[src/rtl/usr_pkg.sv]
// usr_pkg: shared types for the universal shift register.
//   usr_mode_e  - command opcode (3 bits, 111 reserved)
//   usr_state_e - sequencing FSM state
//   mode_illegal / mode_is_shift - opcode classification helpers
// Config macro: USR_ROTATE_EN. When undefined, ROR/ROL are classified as illegal.
package usr_pkg;

  typedef enum logic [2:0] {
    USR_HOLD = 3'd0,
    USR_SHR  = 3'd1,
    USR_SHL  = 3'd2,
    USR_LOAD = 3'd3,
    USR_ASR  = 3'd4,
    USR_ROR  = 3'd5,
    USR_ROL  = 3'd6,
    USR_RSVD = 3'd7
  } usr_mode_e;

  typedef enum logic [0:0] {
    USR_IDLE = 1'b0,
    USR_BUSY = 1'b1
  } usr_state_e;

  // Opcodes that complete immediately with an illegal pulse and leave q alone.
  function automatic logic mode_illegal(usr_mode_e m);
`ifdef USR_ROTATE_EN
    return m == USR_RSVD;
`else
    return (m == USR_RSVD) || (m == USR_ROR) || (m == USR_ROL);
`endif
  endfunction

  // Opcodes that take cmd_amt single-bit steps (legality checked separately).
  function automatic logic mode_is_shift(usr_mode_e m);
    return (m == USR_SHR) || (m == USR_SHL) || (m == USR_ASR) ||
           (m == USR_ROR) || (m == USR_ROL);
  endfunction

endpackage

[src/rtl/usr_step.sv]
// usr_step: combinational single-bit step of the shift register.
//   q          in  WIDTH  current register value
//   mode       in  3      step operation (usr_mode_e)
//   s_in_left  in  1      serial bit entering the LSB on SHL
//   s_in_right in  1      serial bit entering the MSB on SHR
//   q_next     out WIDTH  value after one step (q for non-shift modes)
// Config macro: USR_ROTATE_EN. When undefined, the rotate paths are not built.
module usr_step
  import usr_pkg::*;
#(
  parameter int WIDTH = 8
) (
  input  logic [WIDTH-1:0] q,
  input  usr_mode_e        mode,
  input  logic             s_in_left,
  input  logic             s_in_right,
  output logic [WIDTH-1:0] q_next
);

  always_comb begin
    q_next = q;
    case (mode)
      USR_SHR: q_next = {s_in_right, q[WIDTH-1:1]};
      USR_SHL: q_next = {q[WIDTH-2:0], s_in_left};
      USR_ASR: q_next = {q[WIDTH-1], q[WIDTH-1:1]};
`ifdef USR_ROTATE_EN
      USR_ROR: q_next = {q[0], q[WIDTH-1:1]};
      USR_ROL: q_next = {q[WIDTH-2:0], q[WIDTH-1]};
`endif
      default: q_next = q;
    endcase
  end

endmodule

[src/rtl/usr_param.sv]
// usr_param: parametrised universal shift register with command handshake.
// One accepted command loads, holds, shifts or rotates q by cmd_amt positions,
// one bit per clock, then pulses done (and illegal for reserved opcodes).
//   clk, rst_n   clock; synchronous active-low reset
//   cmd_valid/cmd_ready  command handshake, ready only in IDLE
//   cmd_mode, cmd_amt, d_in  command fields, sampled on accept only
//   s_in_left/s_in_right     serial inputs, sampled on every step edge
//   q            register contents
//   busy         high while further steps remain
//   done/illegal registered one-cycle completion pulses
// Config macro: USR_ROTATE_EN enables ROR/ROL; otherwise they act as reserved.
module usr_param
  import usr_pkg::*;
#(
  parameter  int WIDTH = 8,
  localparam int AMT_W = $clog2(WIDTH + 1)
) (
  input  logic             clk,
  input  logic             rst_n,
  input  logic             cmd_valid,
  output logic             cmd_ready,
  input  logic [2:0]       cmd_mode,
  input  logic [AMT_W-1:0] cmd_amt,
  input  logic [WIDTH-1:0] d_in,
  input  logic             s_in_left,
  input  logic             s_in_right,
  output logic [WIDTH-1:0] q,
  output logic             busy,
  output logic             done,
  output logic             illegal
);

  usr_state_e       state;
  usr_mode_e        mode_in, mode_q, step_mode;
  logic [AMT_W-1:0] remaining, amt_clamp;
  logic [WIDTH-1:0] q_step;

  assign mode_in   = usr_mode_e'(cmd_mode);
  assign cmd_ready = (state == USR_IDLE);
  assign busy      = (state == USR_BUSY);

  // Counts beyond WIDTH would only repeat work (or clear q), so clamp.
  assign amt_clamp = (cmd_amt > AMT_W'(WIDTH)) ? AMT_W'(WIDTH) : cmd_amt;

  // The first step happens on the accept edge using the live command mode;
  // later steps use the latched mode.
  assign step_mode = (state == USR_IDLE) ? mode_in : mode_q;

  usr_step #(.WIDTH(WIDTH)) u_step (
    .q          (q),
    .mode       (step_mode),
    .s_in_left  (s_in_left),
    .s_in_right (s_in_right),
    .q_next     (q_step)
  );

  always_ff @(posedge clk) begin
    if (!rst_n) begin
      state     <= USR_IDLE;
      q         <= '0;
      remaining <= '0;
      mode_q    <= USR_HOLD;
      done      <= 1'b0;
      illegal   <= 1'b0;
    end else begin
      done    <= 1'b0;
      illegal <= 1'b0;
      case (state)
        USR_IDLE: begin
          if (cmd_valid) begin
            if (mode_illegal(mode_in)) begin
              done    <= 1'b1;
              illegal <= 1'b1;
            end else if (mode_in == USR_LOAD) begin
              q    <= d_in;
              done <= 1'b1;
            end else if (!mode_is_shift(mode_in) || amt_clamp == '0) begin
              done <= 1'b1;
            end else begin
              q      <= q_step;
              mode_q <= mode_in;
              if (amt_clamp == AMT_W'(1)) begin
                done <= 1'b1;
              end else begin
                state     <= USR_BUSY;
                remaining <= amt_clamp - AMT_W'(1);
              end
            end
          end
        end
        USR_BUSY: begin
          q         <= q_step;
          remaining <= remaining - AMT_W'(1);
          if (remaining == AMT_W'(1)) begin
            state <= USR_IDLE;
            done  <= 1'b1;
          end
        end
        default: state <= USR_IDLE;
      endcase
    end
  end

endmodule

[config.mk]
export PLATFORM = sky130hd
export DESIGN_NAME = usr_param
export DESIGN_NICKNAME = d
export VERILOG_FILES = /design/src/rtl/usr_pkg.sv /design/src/rtl/usr_step.sv /design/src/rtl/usr_param.sv
export SDC_FILE = /design/constraint.sdc
export NUM_CORES = 1
export LEC_CHECK = 0
export BUFFER_PORTS_ARGS = -buffer_cell sky130_fd_sc_hd__buf_4
export CAP_MARGIN = 20
export CORE_UTILIZATION = 46
export DETAILED_ROUTE_END_ITERATION = 10
export PLACE_DENSITY_LB_ADDON = 0.25
export SYNTH_ARGS = -nofsm -noshare
export SYNTH_HDL_FRONTEND = slang
export SYNTH_SLANG_ARGS = --single-unit
[constraint.sdc]
create_clock -name clk -period 2.1 [get_ports clk]
set_clock_uncertainty 0.15 [all_clocks]
set_input_delay 0.21 -clock clk [delete_from_list [all_inputs] [get_ports clk]]
set_output_delay 0.21 -clock clk [all_outputs]
set_load 0.05 [all_outputs]
After elaboration in Yosys (flattened, before gate mapping)
Index checks and enable logic that the tools add are counted.
{ "word_totals": {"reg_bits": 18, "inputBits": 20, "output_inout_bits": 12, "word_cells": 75} }
{ "classes": {"n_addsub": 2, "magnitude_cmp": 1, "eq_ne": 18, "n_mux": 29, "n_bitwise": 6, "n_reduce_logical": 13} }
{ "op_table": {"columns": ["operator", "n"], "rows": [
  ["two-way mux 8 bit", 4],
  ["two-way mux 4 bit", 6],
  ["one-hot mux 8 bit (3 select lines)", 1],
  ["one-hot mux 8 bit (2 select lines)", 1],
  ["equality test 3 bit (second input constant)", 5],
  ["two-way mux 1 bit", 13],
  ["inequality test 2 bit (second input constant)", 5],
  ["AND reduction 5 bit", 2],
  ["equality test 3 x 2 -> 1 bit (second input constant)", 3],
  ["equality test 4 x 1 -> 1 bit (second input constant)", 2],
  ["one-hot mux 4 bit (2 select lines)", 1],
  ["subtractor 4 x 1 -> 4 bit (second input constant)", 2],
  ["logical OR 1 bit", 7],
  ["equality test 3 x 1 -> 1 bit (second input constant)", 2],
  ["NOT 1 bit", 6],
  ["greater-than comparator 4 bit (second input constant)", 1],
  ["logical NOT 4 bit", 1],
  ["one-hot mux 1 bit (2 select lines)", 2],
  ["two-way mux 3 bit", 1],
  ["inequality test 3 bit (second input constant)", 1],
  ["AND reduction 3 bit", 1],
  ["OR reduction 3 bit", 1],
  ["logical NOT 1 bit", 1]
]} }

Logic depth before layout (Yosys ltp)
Gate-level depths: netlist of the first run.
{ "logic_depth": {"word_depth": 12, "depth_mapped": 7, "mapped_depth_nobuf": 7} }

Cells and area by module
A second synthesis of the first run with hierarchy kept.
{ "unflattened": {"hier_cells": 176, "area_unflattened_um2": 1503.9} }
{ "by_module_without_submodules": {"columns": ["mod", "instances", "cells_each", "area_per_inst_um2", "seq_area_each_um2"], "rows": [
  ["usr_param", 1, 122, 1112.3, 360.3],
  ["usr_step", 1, 54, 391.6, 0.0]
]} }

Worst setup path before layout of the first run
OpenSTA, ideal clock, no wires.
{ "synth_path": {"path_kind": "reg-to-reg", "startpoint": "register state (netlist: busy)", "endpoint": "register q[5]", "setup_time_ns": 0.126, "arrival_ns": 1.910, "t_required_ns": 1.824, "setup_slack_ns": -0.086, "path_stages_with_launch": 7, "path_buffers": 2, "synth_period_minus_slack_ns": 2.186, "cell_sequence": "dfxtp_1 clkbuf_8 inv_2 and4_2 clkbuf_1 a222oi_1 o22ai_1"} }
{ "synth_between": {"elab_cells_between_ends": 15, "cone_classes": "eq/ne: 6; mux: 7; bitwise: 1; reduce/logical: 1"} }
{ "synth_lines": {"columns": ["item", "line_no", "text"], "rows": [
  ["start: declaration", "usr_param.sv:33", "usr_state_e state;"],
  ["start signal: assignment", "usr_param.sv:59", "state <= USR_IDLE;"],
  ["start signal: assignment", "usr_param.sv:85", "state <= USR_BUSY;"],
  ["start signal: assignment", "usr_param.sv:95", "state <= USR_IDLE;"],
  ["NOT 1 bit (*)", null, null],
  ["net cmd_ready", "usr_param.sv:21", "output logic cmd_ready,"],
  ["inequality test 3 bit (no line) or inequality test 2 bit (tied branches)", null, null],
  ["AND reduction 3 bit (no line)", null, null],
  ["end signal: assignment", "usr_param.sv:75", "q <= d_in;"],
  ["end signal: assignment", "usr_param.sv:80", "q <= q_step;"],
  ["end signal: assignment", "usr_param.sv:92", "q <= q_step;"],
  ["end: declaration", "usr_param.sv:27", "output logic [WIDTH-1:0] q,"]
]} }
The timed path passes the listed nets; every way through them passes the cells marked *. The select of a mux whose other input is x is not followed.
A chain may end at the register's enable or synchronous reset.

Final worst setup path of the first run
{ "layout_path": {"startpoint": "input cmd_amt[3]", "endpoint": "register remaining[1]"} }
{ "layout_between": {"elab_chain_len": 9, "elab_cells_between_ends": 15, "cone_classes": "add/sub: 1; order compare: 1; eq/ne: 3; mux: 7; reduce/logical: 3"} }
{ "layout_lines": {"columns": ["item", "line_no", "text"], "rows": [
  ["start: declaration", "usr_param.sv:23", "input logic [AMT_W-1:0] cmd_amt,"],
  ["greater-than comparator 4 bit", "usr_param.sv:43", "assign amt_clamp = (cmd_amt > AMT_W'(WIDTH)) ? AMT_W'(WIDTH) : cmd_amt;"],
  ["two-way mux 4 bit (*)", "usr_param.sv:43", null],
  ["subtractor 4 x 1 -> 4 bit", "usr_param.sv:86", "remaining <= amt_clamp - AMT_W'(1);"],
  ["two-way mux 4 bit", "usr_param.sv:82", "if (amt_clamp == AMT_W'(1)) begin"],
  ["two-way mux 4 bit", "usr_param.sv:77", "end else if (!mode_is_shift(mode_in) || amt_clamp == '0) begin"],
  ["two-way mux 4 bit", "usr_param.sv:74", "end else if (mode_in == USR_LOAD) begin"],
  ["two-way mux 4 bit", "usr_param.sv:71", "if (mode_illegal(mode_in)) begin"],
  ["two-way mux 4 bit", "usr_param.sv:70", "if (cmd_valid) begin"],
  ["one-hot mux 4 bit (2 select lines)", "usr_param.sv:68", "case (state)"],
  ["end signal: assignment", "usr_param.sv:86", null],
  ["end signal: assignment", "usr_param.sv:93", "remaining <= remaining - AMT_W'(1);"],
  ["end: declaration", "usr_param.sv:35", "logic [AMT_W-1:0] remaining, amt_clamp;"]
]} }
Every way passes the cells marked *; elsewhere a longest branch is shown, timed or not. The select of a mux whose other input is x is not followed.

==> results of run 1 <==
[routing by layer]
| metal | share of wire | up-vias | global-route usage |
|---|---|---|---|
| met1 | 0.44 | 553 | 0.313 |
| met2 | 0.52 | 26 | 0.385 |
| met3 | 0.034 | 2 | 0.0351 |
| li1 | - | 579 | - |
| met5 | 0 | - | 0 |
| met4 | 0.0050 | 0 | 0.0721 |
[power groups by stage]
stage,clock (mW),combinational [mW],sequential [mW]
after floorplan,0,0.169,0.419
after global placement,0,0.278,0.395
after detailed placement,0,0.286,0.396
after CTS,0.221,0.288,0.388
after global routing,0.237,0.316,0.393
final,0.218,0.288,0.389
[worst paths after layout]
kind | from | to | slack (ps) | cells after the start
max | cmd_amt[3] | remaining[1] | 200 | 8
min | cmd_mode[2] | illegal | 40 | 3
min reg2reg | q[7] | q[7] | 340 | 2
max reg2reg | busy | q[3] | 240 | 5
[sequential cells by signal, indices dropped and copies added (netlist names)]
signal,cells
remaining,4
illegal,1
busy,1
q,8
done,1
mode_q,3
[per-stage QoR]
| step | instances | TNS [ps] | util |
|---|---|---|---|
| 2_1_floorplan | 131 | 0 | - |
| 3_3_place_gp | 192 | -64.6 | 0.626 |
| 3_5_place_dp | 192 | -160 | 0.626 |
| 4_1_cts | 196 | 0 | 0.642 |
| 5_1_grt | 196 | 0 | 0.642 |
| 6_report | 196 | 0 | 0.642 |
[critical path, cell delays in order]
cell,delay [ps]
buf_4,120
or2b_2,290
ha_1,200
or3b_4,230
o211a_2,210
o311ai_4,150
or4b_1,490
nand3_1,90
[placed cells by master, fill, tap and decap left out, types with 4 or more instances in the layout]
| master | n |
|---|---|
| a21oi_1 | 4 |
| a222oi_1 | 7 |
| buf_4 | 41 |
| dfxtp_1 | 17 |
| mux2i_1 | 4 |
| nand2_1 | 15 |
| nand3_1 | 6 |
| nor2_1 | 10 |
| nor2b_1 | 4 |
| o22ai_1 | 8 |
[cells by family (layout without fill, tap and decap cells)]
kind of cell / count (synthesis) / count (layout) / synth area share
AO/OA/AOI/OAI: 37 / 37 / 0.266
flip-flops: 18 / 18 / 0.314
AND/OR/NAND/NOR: 51 / 51 / 0.233
XOR/XNOR: 5 / 5 / 0.0381
adder cells (fa/ha/maj): 3 / 3 / 0.0327
multiplexers: 5 / 5 / 0.0447
buffers and inverters: 12 / 49 / 0.0719
[final cells by class]
type                            count  area share
Inverter                            4      0.0103
Tap cell                           28      0.0240
Multi-Input combinational cell    101       0.483
Clock buffer                        4      0.0248
Sequential cell                    18       0.247
Timing Repair Buffer               41       0.211
==> out/qor.yml, run 1 <==
p_seq_frac: 0.434
hold_viol_final: 0
p_clk_frac: 0.243
min_path_type: "primary input to flip-flop"
drv_slew: 0
cts_sinks: 18
fillers: 207
place_area_um2: 1430
fin_nets: 192
ctsResizeCount: 0
dp_hpwl_um: 2090
die_h_um: 52.0
routed_wl_um: 2810
synthArstFlopShare: 0
syn_inst: 131
vdd_ir_drop_max_mv: 0.386
grt_usage: 0.235
status: "complete, no violations"
gp_congestion: 0.807
avgViaCountPerCell: 5.92
grt_pass1_wl_um: 4730
syn_area_per_cell_um2: 8.77
final_area_um2: 1460
initial_core_util: 0.505
yosysMostFrequentCell: "dfxtp_1"
cap_viol_max_count: 0
layout_setup_ws_ps: 198
final-setup-viol-count: 0
post_cts_buffers: 0
via_count: 1160
drc: 0
first_pass_iters: 7
dp_slack_ps: -93.1
fin_crit_ps: 1900
grt_setup_unrepaired: "no"
p_comb_frac: 0.322
drt-wirelength-per-cell_um: 14.4
antenna_found_initial: 0
fp.dieArea_um2: 2700
clk_pin_slew_ps: 110
drive_above_1_share: 0.333
crit_type: "primary input to flip-flop"
p_sw_uw: 297
tightest_slew_ps: 379
cts_tree: "built"
synth-seq-area-share: 0.314
maxSlewHeadroom: 0.745
synth-main-ff-cell: "dfxtp_1"
root_buffer: "clkbuf_4"
ff_latch_area_um2: 362
internal_power_uw: 598
yosys_warnings: 0
switching_share: 0.332
row_count: 17
p_total_uw: 895
arrival_ps: 1990
cts_buffer_depth: 2
p_per_area_nw_per_um2: 613
grt_pass1_vias: 1029
synth_top_area_share: 0.314
cts_made_buffers: 3
worst-path-max-fanout: 7
max_freq_ghz: 0.526
synth_cell_types: 45
synth_fp_nets: 154
synth.ff_latch_count: 18
synth-edff-count: 0
p_leak_nw: 0.607
fp.coreArea_um2: 2280
io_pins: 32
yosys-top-cells-count: "18 x dfxtp_1, 15 x nand2_1, 10 x nor2_1"
synth_area_leaders: "dfxtp_1 31%, a222oi_1 6.1%, nand2_1 4.9%"
die_w_um: 52.0
final_antenna_net_count: 0
synth_top_area_cell: "dfxtp_1"
netlist_area_um2: 1150
overflow: 0
cp-start-kind: "primary input"
hold_slack_ps: 36.9
syn_to_final_growth_pct: 27.2
ctsHoldBuffers: 0
clk_latency_ps: 290
drt_iter0_markers: 69
cts_max_level: 1
multi_input_area_um2: 706
worstPathRequired_ps: 2190
grt_max_degree: 22
finalCritPeriodShare: 0.906
worst_setup_path_end_kind: "flip-flop"
num_antenna_cells: 0
io_buffer_count: 31
No activity file was read; power rests on OpenSTA's default activity.
==> run 2, diff against run 1 <==
SETUP_SLACK_MARGIN = 0.3   (was not set)
TNS_END_PERCENT = 10   (was not set)
==> run 2 against run 1 <==
Effect of this change: flip-flop and latch count unchanged; largest cell class unchanged; critical endpoint is now remaining[2]; total power down 2.0%; non-clock buffer count down 2; utilization up 1.4 points; wire length up 0.92%; hold slack better by 8.1 ps; maximum frequency up 7.5%.
==> out/qor.yml, run 2 (synthesis gave the netlist of run 1 again) <==
crit_type: "primary input to flip-flop"  # unchanged
hold_viol_final: 0  # unchanged
drv_slew: 0  # unchanged
arrival_ps: 1810  # was 1990 ps
io_buffer_count: 31  # unchanged
die_w_um: 52.0  # unchanged
p_sw_uw: 302  # was 297 µW
status: "complete, no violations"  # unchanged
worstPathRequired_ps: 2140  # was 2190 ps
root_buffer: "clkbuf_4"  # unchanged
overflow: 0  # unchanged
layout_common_cells: "39 x buf_4, 17 x dfxtp_1, 14 x nand2_1"  # was 41 x buf_4, 17 x dfxtp_1, 15 x nand2_1
top_regs: "q (8), remaining (4), mode_q (3)"  # unchanged
finalCritPeriodShare: 0.842  # was 0.906
p_leak_nw: 0.604  # was 0.607 nW
drt_iter0_markers: 53  # was 69
rrSetupSlack_ps: 340  # was 240 ps
p_clk_frac: 0.207  # was 0.243
die_h_um: 52.0  # unchanged
switching_share: 0.344  # was 0.332
fin_nets: 190  # was 192
clk_latency_ps: 290  # about the same
initial_core_util: 0.505  # unchanged
cp-startpoint: "cmd_amt[3]"  # unchanged
routed_wl_um: 2840  # was 2810 µm
drc: 0  # unchanged
p_comb_frac: 0.348  # was 0.322
cts_max_level: 1  # unchanged
cap_viol_max_count: 0  # unchanged
final_cells: 194  # was 196
dp_cells: 185  # was 192
worstHoldPathCells: 3  # unchanged
final_antenna_net_count: 0  # unchanged
largest_reg_flops: 8  # unchanged
drive_above_1_share: 0.355  # was 0.333
internal_power_uw: 575  # was 598 µW
crit_end: "remaining[2]"  # was remaining[1]
timing.rr.end: "q[4]"  # was q[3]
reg2reg_depth: 6  # was 5
max_freq_ghz: 0.565  # was 0.526 GHz
dp_hpwl_um: 2050  # was 2090 µm
p_seq_frac: 0.444  # was 0.434
first_pass_iters: 5  # was 7
regToRegStartpoint: "busy"  # unchanged
drt-wirelength-per-cell_um: 14.6  # was 14.4 µm
grt_pass1_wl_um: 4440  # was 4730 µm
layout_setup_ws_ps: 331  # was 198 ps
worst-path-max-fanout: 5  # was 7
cts_tree: "built"  # unchanged
gp_congestion: 0.843  # was 0.807
place_area_um2: 1390  # was 1430 µm²
syn_to_final_growth_pct: 30.0  # was 27.2%
min_path_type: "primary input to flip-flop"  # unchanged
ctsHoldBuffers: 0  # unchanged
final-setup-viol-count: 0  # unchanged
grt_max_degree: 22  # unchanged
antenna_found_initial: 0  # unchanged
cts_buffer_depth: 2  # unchanged
grt_pass1_vias: 1037  # was 1029
dp_slack_ps: 13.7  # was -93.1 ps
layout_commonest_cell: "buf_4"  # unchanged
multi_input_area_um2: 757  # was 706 µm²
fin_setup_tns_ps: 0  # unchanged
num_antenna_cells: 0  # unchanged
clk_pin_slew_ps: 100  # was 110 ps
tightest_slew_ps: 460  # was 379 ps
largest-register: "q"  # unchanged
row_count: 17  # unchanged
final_area_um2: 1490  # was 1460 µm²
fillers: 208  # was 207
maxSlewHeadroom: 0.690  # was 0.745
grt_setup_unrepaired: "yes"  # was no
p_per_area_nw_per_um2: 588  # was 613 nW/µm²
worst_setup_path_end_kind: "flip-flop"  # unchanged
via_count: 1166  # was 1160
vdd_ir_drop_max_mv: 0.428  # was 0.386 mV
ff_latch_area_um2: 364  # was 362 µm²
grt_usage: 0.223  # was 0.235
fp.dieArea_um2: 2700  # unchanged
cts_made_buffers: 3  # unchanged
avgViaCountPerCell: 6.01  # was 5.92
fin_crit_ps: 1770  # was 1900 ps
cp-start-kind: "primary input"  # unchanged
fp.coreArea_um2: 2280  # unchanged
io_pins: 32  # unchanged
cts_sinks: 18  # unchanged
==> run 2: what timing repair did <==
item | in CTS | in global routing
pin swaps | 1 | 3
setup buffers | 0 | 5
hold endpoints to repair | 0 | 0
endpoints found under the setup margin | 1 | 8
resized for setup | 1 | 7
==> run 2: metrics by stage <==
step	utilization	power, mW	hold WS, ps
floorplan	-	0.592	265
global placement	0.611	0.665	325
detailed placement	0.611	0.672	339
CTS	0.623	0.856	30.2
global route	0.656	0.932	23.5
finish	0.656	0.877	45.0
==> run 2: power groups by stage <==
stage          clock network (mW)  logic (mW)  registers [mW]
2_1_floorplan                   0       0.174           0.418
3_3_place_gp                    0       0.270           0.395
3_5_place_dp                    0       0.276           0.396
4_1_cts                     0.190       0.278           0.388
5_1_grt                     0.207       0.333           0.393
6_report                    0.182       0.305           0.390
==> run 2: worst max-delay path, cell delays in order <==
cell and delay (ps):
buf_4 130, or2b_4 250, ha_2 180, or3b_4 250
o211a_4 170, o311ai_4 110, buf_4 160, o311a_2 350
==> run 2: worst min-delay path by stage <==
stage,start,end
after floorplan,d_in[7],q[7]
after global placement,q[7],q[7]
after detailed placement,q[7],q[7]
final,cmd_mode[2],illegal
after global routing,cmd_mode[2],illegal
after CTS,cmd_mode[2],illegal
==> run 2: final cells by class <==
type                    instances  area share
multi-input cells             101       0.507
flip-flops and latches         18       0.244
repair buffers                 39       0.196
well taps                      28      0.0235
clock buffers                   4      0.0176
inverters                       4      0.0117
==> run 2: metal layers <==
| metal | vias to the layer above | GRT usage | share of wire |
|---|---|---|---|
| met5 | - | 0 | 0 |
| met4 | 0 | 0.0766 | 0.016 |
| met3 | 6 | 0.0643 | 0.045 |
| met2 | 34 | 0.376 | 0.50 |
| met1 | 558 | 0.265 | 0.44 |
| li1 | 568 | - | - |
